==> src/rtl/seq_alu_w.sv <==
// Clocked WIDTH-bit ALU with valid/ready handshakes and an iterative restoring remainder unit.
// Optional define SEQ_ALU_DIVZERO_FLAG_EN adds the div_by_zero result flag.
module seq_alu_w #(
  parameter int WIDTH = 8
) (
  input  logic             clk,
  input  logic             rst_n,
  input  logic             in_valid,
  output logic             in_ready,
  input  logic [WIDTH-1:0] x,
  input  logic [WIDTH-1:0] y,
  input  logic [2:0]       op,
  output logic             out_valid,
  input  logic             out_ready,
  output logic [WIDTH-1:0] z,
  output logic             cout,
  output logic             ov,
  output logic             zero_flag,
  output logic             busy
`ifdef SEQ_ALU_DIVZERO_FLAG_EN
  ,
  output logic             div_by_zero
`endif
);

  localparam logic [0:0] S_IDLE = 1'b0;
  localparam logic [0:0] S_DIV  = 1'b1;

  localparam logic [2:0] OP_ADD = 3'd0;
  localparam logic [2:0] OP_SUB = 3'd1;
  localparam logic [2:0] OP_REM = 3'd2;
  localparam logic [2:0] OP_AND = 3'd3;
  localparam logic [2:0] OP_OR  = 3'd4;
  localparam logic [2:0] OP_CAT = 3'd5;
  localparam logic [2:0] OP_EQ  = 3'd6;
  localparam logic [2:0] OP_LT  = 3'd7;

  localparam int MSB = WIDTH - 1;
  localparam int HW  = WIDTH / 2;
  localparam int CW  = $clog2(WIDTH);

  logic [0:0]       state_q, state_d;
  logic [CW-1:0]    cnt_q, cnt_d;
  logic [WIDTH-1:0] rem_q, rem_d;
  logic [WIDTH-1:0] dvd_q, dvd_d;
  logic [WIDTH-1:0] dvs_q, dvs_d;
  logic             vld_q, vld_d;
  logic [WIDTH-1:0] z_q, z_d;
  logic             c_q, c_d;
  logic             v_q, v_d;
  logic             zf_q, zf_d;
`ifdef SEQ_ALU_DIVZERO_FLAG_EN
  logic             dz_q, dz_d;
`endif

  logic             accept;
  logic [WIDTH:0]   sum_w, dif_w, trial_w;
  logic [WIDTH-1:0] trial_sub, rem_next;
  logic [WIDTH-1:0] res_z;
  logic             res_c, res_v, res_zf;

  assign in_ready = rst_n && (state_q == S_IDLE) && (!vld_q || out_ready);
  assign accept   = in_valid && in_ready;

  assign sum_w = {1'b0, x} + {1'b0, y};
  assign dif_w = {1'b0, x} + {1'b0, ~y} + (WIDTH+1)'(1);

  // Partial remainder stays below the divisor, so the subtraction fits in WIDTH bits.
  assign trial_w   = {rem_q, dvd_q[MSB]};
  assign trial_sub = trial_w[WIDTH-1:0] - dvs_q;
  assign rem_next  = (trial_w >= {1'b0, dvs_q}) ? trial_sub : trial_w[WIDTH-1:0];

  always_comb begin
    res_z  = '0;
    res_c  = 1'b0;
    res_v  = 1'b0;
    res_zf = 1'b0;
    case (op)
      OP_ADD: begin
        res_z = sum_w[WIDTH-1:0];
        res_c = sum_w[WIDTH];
        res_v = (x[MSB] == y[MSB]) && (sum_w[MSB] != x[MSB]);
      end
      OP_SUB: begin
        res_z = dif_w[WIDTH-1:0];
        res_c = dif_w[WIDTH];
        res_v = (x[MSB] != y[MSB]) && (dif_w[MSB] != x[MSB]);
      end
      OP_AND: res_z = x & y;
      OP_OR:  res_z = x | y;
      OP_CAT: res_z = {x[HW-1:0], y[HW-1:0]};
      OP_EQ: begin
        res_z  = {{(WIDTH-1){1'b0}}, x == y};
        res_zf = (x == y);
      end
      OP_LT: begin
        res_z = {{(WIDTH-1){1'b0}}, x < y};
        res_c = (x < y);
      end
      default: res_z = '0;
    endcase
    if (op == OP_ADD || op == OP_SUB || op == OP_AND || op == OP_OR)
      res_zf = (res_z == '0);
  end

  always_comb begin
    state_d = state_q;
    cnt_d   = cnt_q;
    rem_d   = rem_q;
    dvd_d   = dvd_q;
    dvs_d   = dvs_q;
    vld_d   = vld_q && !out_ready;
    z_d     = z_q;
    c_d     = c_q;
    v_d     = v_q;
    zf_d    = zf_q;
`ifdef SEQ_ALU_DIVZERO_FLAG_EN
    dz_d    = dz_q;
`endif
    case (state_q)
      S_IDLE: begin
        if (accept) begin
          if (op == OP_REM) begin
            state_d = S_DIV;
            cnt_d   = '0;
            rem_d   = '0;
            dvd_d   = x;
            dvs_d   = y;
          end else begin
            vld_d = 1'b1;
            z_d   = res_z;
            c_d   = res_c;
            v_d   = res_v;
            zf_d  = res_zf;
`ifdef SEQ_ALU_DIVZERO_FLAG_EN
            dz_d  = 1'b0;
`endif
          end
        end
      end
      S_DIV: begin
        rem_d = rem_next;
        dvd_d = {dvd_q[WIDTH-2:0], 1'b0};
        cnt_d = cnt_q + CW'(1);
        // A zero divisor always takes the subtract branch, leaving the dividend as remainder.
        if (cnt_q == CW'(WIDTH - 1)) begin
          state_d = S_IDLE;
          vld_d   = 1'b1;
          z_d     = rem_next;
          c_d     = 1'b0;
          v_d     = 1'b0;
          zf_d    = (rem_next == '0);
`ifdef SEQ_ALU_DIVZERO_FLAG_EN
          dz_d    = (dvs_q == '0);
`endif
        end
      end
      default: state_d = S_IDLE;
    endcase
  end

  always_ff @(posedge clk or negedge rst_n) begin
    if (!rst_n) begin
      state_q <= S_IDLE;
      cnt_q   <= '0;
      rem_q   <= '0;
      dvd_q   <= '0;
      dvs_q   <= '0;
      vld_q   <= 1'b0;
      z_q     <= '0;
      c_q     <= 1'b0;
      v_q     <= 1'b0;
      zf_q    <= 1'b0;
`ifdef SEQ_ALU_DIVZERO_FLAG_EN
      dz_q    <= 1'b0;
`endif
    end else begin
      state_q <= state_d;
      cnt_q   <= cnt_d;
      rem_q   <= rem_d;
      dvd_q   <= dvd_d;
      dvs_q   <= dvs_d;
      vld_q   <= vld_d;
      z_q     <= z_d;
      c_q     <= c_d;
      v_q     <= v_d;
      zf_q    <= zf_d;
`ifdef SEQ_ALU_DIVZERO_FLAG_EN
      dz_q    <= dz_d;
`endif
    end
  end

  assign out_valid = vld_q;
  assign z         = z_q;
  assign cout      = c_q;
  assign ov        = v_q;
  assign zero_flag = zf_q;
  assign busy      = (state_q == S_DIV);
`ifdef SEQ_ALU_DIVZERO_FLAG_EN
  assign div_by_zero = dz_q;
`endif

endmodule

==> config.mk <==
export PLATFORM = sky130hd
export DESIGN_NAME = seq_alu_w
export DESIGN_NICKNAME = d
export VERILOG_FILES = /design/src/rtl/seq_alu_w.sv
export SDC_FILE = /design/constraint.sdc
export NUM_CORES = 1
export LEC_CHECK = 0
export BUFFER_PORTS_ARGS = -buffer_cell sky130_fd_sc_hd__buf_4
export CAP_MARGIN = 20
export CORE_MARGIN = 3
export CORE_UTILIZATION = 35
export DETAILED_ROUTE_END_ITERATION = 10
export GPL_ROUTABILITY_DRIVEN = 0
export GPL_TIMING_DRIVEN = 0
export PLACE_DENSITY = 0.6
export SYNTH_ARGS = -nofsm -noshare
export SYNTH_HDL_FRONTEND = slang
export SYNTH_SLANG_ARGS = --single-unit
==> constraint.sdc <==
create_clock -name clk -period 2.45 [get_ports clk]
set_input_delay 0.1225 -clock clk [delete_from_list [all_inputs] [get_ports clk]]
set_output_delay 0.1225 -clock clk [all_outputs]
set_load 0.1 [all_outputs]
Word level (Yosys, flattened, before mapping)

Cells that the tools add are included.

Bits in registers: 40
Latch bits: 0
RAM bits: 0
ROM bits: 0
Output and inout bits: 14
Memories kept: 0

Add/subtract/negate cells: 5
Multipliers: 0
Divide/modulo/power cells: 0
$lt $le $gt $ge: 2
Equality and inequality tests: 17
Shift operators: 0
Muxes and demuxes: 38
Bitwise operators: 4
Reductions and logical operators: 18

Operators by type and width:

| kind                                                                    | number |
|---|---|
| 8-bit 2-to-1 mux                                                        | 8 |
| 8-bit case mux with 7 select lines                                      | 1 |
| 8-bit case mux with 2 select lines                                      | 3 |
| 8-bit by 8-bit adder with 9-bit output                                  | 2 |
| 8-bit zero test                                                         | 2 |
| 1-bit 2-to-1 mux                                                        | 16 |
| 3-bit equality test, second input constant                              | 5 |
| 1-bit case mux with 2 select lines                                      | 6 |
| 9-bit by 1-bit adder with 9-bit output, second input constant           | 1 |
| 9-bit by 8-bit greater-or-equal comparator with 1-bit output            | 1 |
| 8-bit bitwise AND                                                       | 1 |
| 8-bit equality test                                                     | 1 |
| 8-bit less-than comparator                                              | 1 |
| 8-bit inverter                                                          | 1 |
| 8-bit OR                                                                | 1 |
| 8-bit subtractor                                                        | 1 |
| 3-bit by 2-bit equality test with 1-bit output, second input constant   | 2 |
| 1-bit logical AND                                                       | 6 |
| 3-bit 2-to-1 mux                                                        | 2 |
| 3-bit case mux with 2 select lines                                      | 1 |
| 3-bit AND reduction                                                     | 2 |
| 1-bit logical OR                                                        | 4 |
| 2-bit by 1-bit inequality test with 1-bit output, second input constant | 2 |
| 2-bit inequality test, second input constant                            | 2 |
| 9 further kinds                                                         | 12 |

Depth between registers and ports, before layout

Gate-level depths: netlist of the first run.

Depth after elaboration: 9
Gate-level depth with buffers: 11
Mapped depth without buffers: 11

Worst setup path before layout of the first run

Ideal clock, no wire load.

Kind: flip-flop to flip-flop
Start point: reg state_q (netlist: busy)
End point: reg z_q[4] (netlist: z[4])
Setup time: 0.092 ns
Arrival time: 2.435 ns
Slack: -0.077 ns
Cell stages (with the launch flop): 8
Buffers on the path: 2
Period minus slack after synthesis: 2.527 ns
Cells stage by stage: dfrtp_1 > clkinv_1 > nand4_1 > o21a_1 > buf_2 > buf_1 > nand2_1 > o31ai_2

Longest elaborated chain between the ends: 6

RTL lines:

| element                         | line | RTL |
|---|---|---|
| from (decl)                     | 42   | `logic [0:0] state_q, state_d;` |
| from (signal assigned)          | 178  | `state_q <= state_d;` |
| 1-bit inverter (no line)        | -    |  |
| 1-bit logical AND (2 in a row)  | 62   | `assign in_ready = rst_n && (state_q == S_IDLE) && (!vld_q \|\| out_ready);` |
| 1-bit logical AND               | 63   | `assign accept = in_valid && in_ready;` |
| 2-bit inequality test (no line) | -    |  |
| 3-bit AND reduction (no line)   | -    |  |
| to (signal assigned)            | 184  | `z_q <= z_d;` |
| to (decl)                       | 48   | `logic [WIDTH-1:0] z_q, z_d;` |

Several ways; a longest one is shown, not always the timed one.
A chain may end at the register's enable or synchronous reset.

Worst setup path after layout of the first run

Start point: reg dvs_q[5]
End point: reg zf_q (netlist: zero_flag)

Longest elaborated chain between the ends: 5

RTL lines:

| element                                                                                          | line   | RTL |
|---|---|---|
| from (decl)                                                                                      | 46     | `logic [WIDTH-1:0] dvs_q, dvs_d;` |
| from (signal assigned)                                                                           | 182    | `dvs_q <= dvs_d;` |
| 8-bit subtractor or 9-bit by 8-bit greater-or-equal comparator with 1-bit output (tied branches) | 70, 71 |  |
| 8-bit 2-to-1 mux (*)                                                                             | 71     | `assign rem_next = (trial_w >= {1'b0, dvs_q}) ? trial_sub : trial_w[WIDTH-1:0];` |
| 8-bit zero test (*)                                                                              | 152    | `zf_d = (rem_next == '0);` |
| 1-bit 2-to-1 mux (*)                                                                             | 146    | `if (cnt_q == CW'(WIDTH - 1)) begin` |
| 1-bit case mux with 2 select lines (*)                                                           | 120    | `case (state_q)` |
| to (signal assigned)                                                                             | 187    | `zf_q <= zf_d;` |
| to (decl)                                                                                        | 51     | `logic zf_q, zf_d;` |

Mark *: on every way between the ends. The rest lies on a longest branch, timed or not. The select of a mux whose other input is x is not followed.

==> impl_metrics.env, run 1 <==
export IMPL_grt_pass1_wl_microns=16400
export IMPL_coreArea_sq_um=9500
export IMPL_endpoint="zero_flag"
export IMPL_cts_max_level=2
export IMPL_crit_top_cell="buf_12"
export IMPL_cp_startpoint="dvs_q[5]"
export IMPL_drtIter0Drc=172
export IMPL_ys_seq_area_share_pct=28.5
export IMPL_root_buffer="clkbuf_8"
export IMPL_final_core_util_pct=46.2
export IMPL_numCtsBuffers=5
export IMPL_path_cells="inv_1 > ha_4 > or4_4 > o22a_4 > a21oi_4 > buf_12 > buf_12 > mux2i_4 > o31ai_4 > a41o_1"
export IMPL_max_stage_delay_ns=0.48
export IMPL_grt_pass1_vias=3177
export IMPL_die_area_sq_um=11300
export IMPL_r2r_cells=10
export IMPL_grt_overflow_total=0
export IMPL_min_period_over_period_pct=101
export IMPL_final_nets=548
export IMPL_synth_area_leaders="dfrtp_1 28%, ha_1 12%, o21ai_0 6.1%"
export IMPL_diodes=0
export IMPL_cts_max_path_buffers=2
export IMPL_min_period_ns=2.49
export IMPL_maxUsedRoutingLayer="met4"
export IMPL_finalNonFillerCells=617
export IMPL_ant_nets=0
export IMPL_regToRegStartpoint="dvs_q[5]"
export IMPL_port_buffers=35
export IMPL_crit_fanout=7
export IMPL_setup_viol=1
export IMPL_synth_warning_count=0
export IMPL_route_vias_total=3358
export IMPL_p_per_area_nw_per_um2=1320
export IMPL_tightestPinTransition_ns=0.536
export IMPL_crit_path_end_kind="flip-flop"
export IMPL_synth_seq_cells=40
export IMPL_fp_dieW_microns=106
export IMPL_wirelength_met1_microns=5030
export IMPL_rsz0062_at_grt="yes"
export IMPL_place_ws_ns=-0.244
export IMPL_synth_fp_nets=495
export IMPL_dr_wl_met2_microns=4630
export IMPL_synth_flop_cell="dfrtp_1"
export IMPL_rows=35
export IMPL_critPathLaunchType="flip-flop"
export IMPL_wl_met3_microns=389
export IMPL_clkSinkCount=40
export IMPL_clk_pin_slew_ns=0.08
export IMPL_wirelength_microns=10300
export IMPL_firstDrtPassIters=4
export IMPL_pin_count=37
export IMPL_synth_cells=434
export IMPL_clk_latency_ns=0.29
export IMPL_arrival_ns=2.67
export IMPL_wl_per_cell_microns=16.7
export IMPL_status="finished with violations"
export IMPL_synth_top_area_share_pct=28.5
export IMPL_synth_distinct_cells=64
export IMPL_clock_skew_ns=0.00948
export IMPL_async_flop_share_pct=100
export IMPL_drc=0
export IMPL_min_from="out_ready"
export IMPL_finalMaxSlewViolations=0
export IMPL_yosys_area_top_type="dfrtp_1"
export IMPL_die_h_microns=106
export IMPL_initial_core_util_pct=37.0
export IMPL_ff2ff_setup_slack_ns=-0.04
export IMPL_syn_to_final_growth_pct=24.8
export IMPL_hold_viol_final=0
export IMPL_synth_top_cells_by_count="43 x nand2_1, 43 x o21ai_0, 41 x inv_1, 40 x dfrtp_1, 35 x ha_1"
export IMPL_cts_tree="built"
export IMPL_drv_cap=0
export IMPL_globalRouteTotalUtil_pct=18.1
export IMPL_r2r_end="zero_flag"
export IMPL_relSlewSlack_pct=64.3
export IMPL_vdd_drop_max_mv=0.941
export IMPL_dp_hpwl_microns=8020
export IMPL_critPathSlowestCell="or4_4"
export IMPL_viasPerCell=5.44
export IMPL_clock_fmax_mhz=402
export IMPL_hp_class="input pin to flip-flop"
export IMPL_antenna_found_initial=0
export IMPL_layout_drive_gt1_share_pct=19.9
export IMPL_fin_ws_ns=-0.0355
export IMPL_path_class="flip-flop to flip-flop"
export IMPL_synth_edf_count=0
export IMPL_dp_cells=598
export IMPL_holdPathStages=3
export IMPL_violations="setup timing"
export IMPL_synth_area_sq_um=3520
export IMPL_power_leakage_nw=1.98
export IMPL_synth_area_per_cell_sq_um=8.10
export IMPL_required_ns=2.64
export IMPL_grt_max_degree=43
## worst max-delay path: cells and delay by family (launching register included)
family                   cells  cell delay [ns]
multiplexers                 1             0.25
adder cells (fa/ha/maj)      1             0.19
AND/OR/NAND/NOR              1             0.48
AO/OA/AOI/OAI                4             0.69
flip-flops                   1             0.37
buffers and inverters        3             0.38
## metal layers
metal	GRT usage (%)	vias up
met5	0	-
met4	5.00	0
met3	2.49	15
met2	27.5	72
met1	26.6	1619
li1	-	1652
## final cells by class
class / instances / area [sq um]
Timing Repair Buffer: 47 / 388
Buffer: 21 / 83.8
Clock inverter: 3 / 42.5
Tap cell: 129 / 161
Fill cell: 946 / 5110
Sequential cell: 40 / 1000
Inverter: 42 / 158
Multi-Input combinational cell: 330 / 2480
Clock buffer: 5 / 68.8
## cell usage in the layout, fill, tap and decap left out, types with 7 or more instances in the layout
cell type	n
nor2b_1	9
nand3_1	14
mux2i_1	7
a21oi_1	24
inv_1	40
nand2b_1	12
ha_1	30
o21ai_0	41
buf_4	42
clkbuf_1	15
nor3_1	7
nor2_1	27
dfrtp_1	38
nand2_1	43
## per-stage QoR
| step | setup TNS (ns) | hold WS [ns] | total power, W | instance area [sq um] |
|---|---|---|---|---|
| after CTS | -0.0400 | 0.109 | 0.00517 | 4160 |
| after detailed placement | -1.04 | 0.133 | 0.00430 | 3940 |
| after floorplan | 0 | -0.173 | 0.00351 | 3520 |
| after global placement | -0.799 | 0.132 | 0.00425 | 3940 |
| after global routing | -0.157 | 0.150 | 0.00620 | 4390 |
| final | -0.0355 | 0.120 | 0.00580 | 4390 |
## registers in the layout (all words and copies together), names as in the netlist
register	cells
dvd_q	8
zero_flag	1
busy	1
out_valid	1
ov	1
rem_q	8
dvs_q	8
z	8
cout	1
cnt_q	3
## worst min-delay path by stage
stage	endpoint	slack, ns
final	out_valid	0.12
after global routing	out_valid	0.15
after CTS	out_valid	0.11
after detailed placement	z[5]	0.13
after global placement	z[6]	0.13
after floorplan	busy	-0.17
## kinds of logic after synthesis
group	share of synthesized area, %
xor gates and xnor gates	1.49
muxes	4.70
AOI/OAI and AO/OA	24.6
and+or+nand+nor	19.6
DFF	28.5
adders and majority gates	14.2
buffers and inverters	6.97
## repair_timing
action	CTS	global route
cloned	0	0
hold buffers	1	0
setup buffers	6	5
setup endpoints to repair	7	27
pin swaps	4	7
resized for setup	9	37
hold endpoints to repair	40	0
## report_power, final
group          internal [W]  switching, W  total [W]
Clock              0.000302      0.000240   0.000542
Sequential         0.000935      0.000230    0.00117
Combinational       0.00162       0.00247    0.00409
Total               0.00286       0.00294    0.00580
No activity file was read; power rests on OpenSTA's default activity.
==> run 2, diff against run 1 <==
Settings changed: SKIP_CTS_REPAIR_TIMING set to 1.
==> impl_metrics.env, run 2 (same netlist as run 1, synthesis figures left out) <==
export IMPL_min_period_ns=2.50
export IMPL_grt_max_degree=43
export IMPL_drv_cap=0
export IMPL_antenna_found_initial=0
export IMPL_layout_drive_gt1_share_pct=20.6
export IMPL_clock_fmax_mhz=401
export IMPL_fillers=936
export IMPL_globalRouteTotalUtil_pct=17.8
export IMPL_cts_max_path_buffers=2
export IMPL_required_ns=2.68
export IMPL_syn_to_final_growth_pct=24.6
export IMPL_p_int_w=0.00280
export IMPL_wirelength_microns=10700
export IMPL_crit_fanout=5
export IMPL_clockPowerShare_pct=9.4
export IMPL_final_core_util_pct=46.1
export IMPL_whs_ns=0.118
export IMPL_clk_latency_ns=0.29
export IMPL_firstDrtPassIters=5
export IMPL_combPwrFrac_pct=70.4
export IMPL_fp_dieW_microns=106
export IMPL_die_area_sq_um=11300
export IMPL_violations="setup timing"
export IMPL_setup_viol=4
export IMPL_relSlewSlack_pct=61.8
export IMPL_finalMaxSlewViolations=0
export IMPL_p_per_area_nw_per_um2=1310
export IMPL_power_leakage_nw=1.99
export IMPL_pin_count=37
export IMPL_viasPerCell=5.56
export IMPL_clock_skew_ns=0.00825
export IMPL_ff2ff_setup_slack_ns=-0.05
export IMPL_clk_pin_slew_ns=0.08
export IMPL_root_buffer="clkbuf_8"
export IMPL_pwr_share_seq_pct=20.2
export IMPL_diodes=0
export IMPL_die_h_microns=106
export IMPL_final_cell_mix="45 x buf_4, 43 x nand2_1, 41 x o21ai_0, 39 x dfrtp_1, 37 x inv_1"
export IMPL_critPathLaunchType="flip-flop"
export IMPL_wl_per_cell_microns=17.3
export IMPL_final_common_cell="buf_4"
export IMPL_grt_overflow_total=0
export IMPL_crit_path_end_kind="flip-flop"
export IMPL_coreArea_sq_um=9500
export IMPL_swShare_pct=51.3
export IMPL_finalNonFillerCells=619
export IMPL_initial_core_util_pct=37.0
export IMPL_tightestPinTransition_ns=0.567
export IMPL_dp_hpwl_microns=8020
export IMPL_vdd_drop_max_mv=0.998
export IMPL_multiInputGateArea_sq_um=2440
export IMPL_route_vias_total=3442
export IMPL_arrival_ns=2.73
export IMPL_numCtsBuffers=5
export IMPL_grt_pass1_vias=3133
export IMPL_ant_nets=0
export IMPL_clkSinkCount=40
export IMPL_fin_ws_ns=-0.0468
export IMPL_p_sw_w=0.00295
export IMPL_path_class="flip-flop to flip-flop"
export IMPL_rows=35
export IMPL_dp_cells=598
export IMPL_hp_class="input pin to flip-flop"
export IMPL_cts_tree="built"
export IMPL_cts_max_level=2
export IMPL_drtIter0Drc=204
export IMPL_min_period_over_period_pct=102
export IMPL_seqCellArea_sq_um=1000
export IMPL_status="finished with violations"
export IMPL_grt_pass1_wl_microns=16100
export IMPL_rsz0062_at_grt="yes"
export IMPL_port_buffers=35
export IMPL_drc=0
export IMPL_hold_viol_final=0
export IMPL_final_nets=550
[run 2: changes by cell type in the layout (fill, tap and decap cells not counted), moves of 2 or more]
| cell | change |
|---|---|
| inv_1 | -3 |
| buf_6 | -2 |
| inv_2 | +3 |
| buf_4 | +3 |
| mux2i_1 | -2 |
| mux2i_2 | +3 |
[run 2: power by group through the flow]
stage	registers [W]	logic, W	clock network (W)
after CTS	0.00115	0.00315	0.000552
after floorplan	0.00173	0.00179	0
after global placement	0.00114	0.00310	0
after global routing	0.00120	0.00433	0.000580
after detailed placement	0.00116	0.00315	0
final	0.00116	0.00405	0.000539
[run 2: metal layers]
| layer | share of wire [%] | track usage, % | vias up |
|---|---|---|---|
| li1 | - | - | 1656 |
| met1 | 47 | 26.3 | 1660 |
| met2 | 45 | 26.7 | 104 |
| met3 | 4.8 | 2.49 | 22 |
| met4 | 2.5 | 5.37 | 0 |
| met5 | 0 | 0 | - |
[run 2: path summary, 6_finish.rpt]
kind | from | endpoint | cells after the start
max | rem_q[0] | zero_flag | 9
min | out_ready | out_valid | 3
max reg2reg | rem_q[0] | zero_flag | 9
min reg2reg | ov | ov | 2
max in group asynchronous | rst_n | busy | 3
min in group asynchronous | rst_n | z[7] | 3
[run 2: final cells by class]
cell class,instances,area share [%]
Inverter,42,3.60
Sequential cell,40,22.9
Clock buffer,5,1.57
Clock inverter,3,0.971
Timing Repair Buffer,49,9.60
Tap cell,129,3.68
Multi-Input combinational cell,330,55.8
Buffer,21,1.91
[run 2: through the flow]
stage	setup WS [ns]	TNS (ns)	cell area (sq um)	total power (W)
floorplan	0.00686	0	3520	0.00351
global placement	-0.203	-0.799	3940	0.00425
detailed placement	-0.244	-1.04	3940	0.00430
finish	-0.0468	-0.121	4380	0.00575
CTS	-0.235	-0.959	4050	0.00485
global route	-0.111	-0.520	4380	0.00611
[run 2: critical path, cell delays in order, from the launching register on]
cell and delay (ns):
dfrtp_1 0.48, ha_1 0.25, nor2_1 0.27, a21oi_2 0.12, o22a_2 0.27, a21oi_4 0.21
buf_12 0.16, mux2_4 0.31, o31ai_4 0.22, a41o_1 0.13
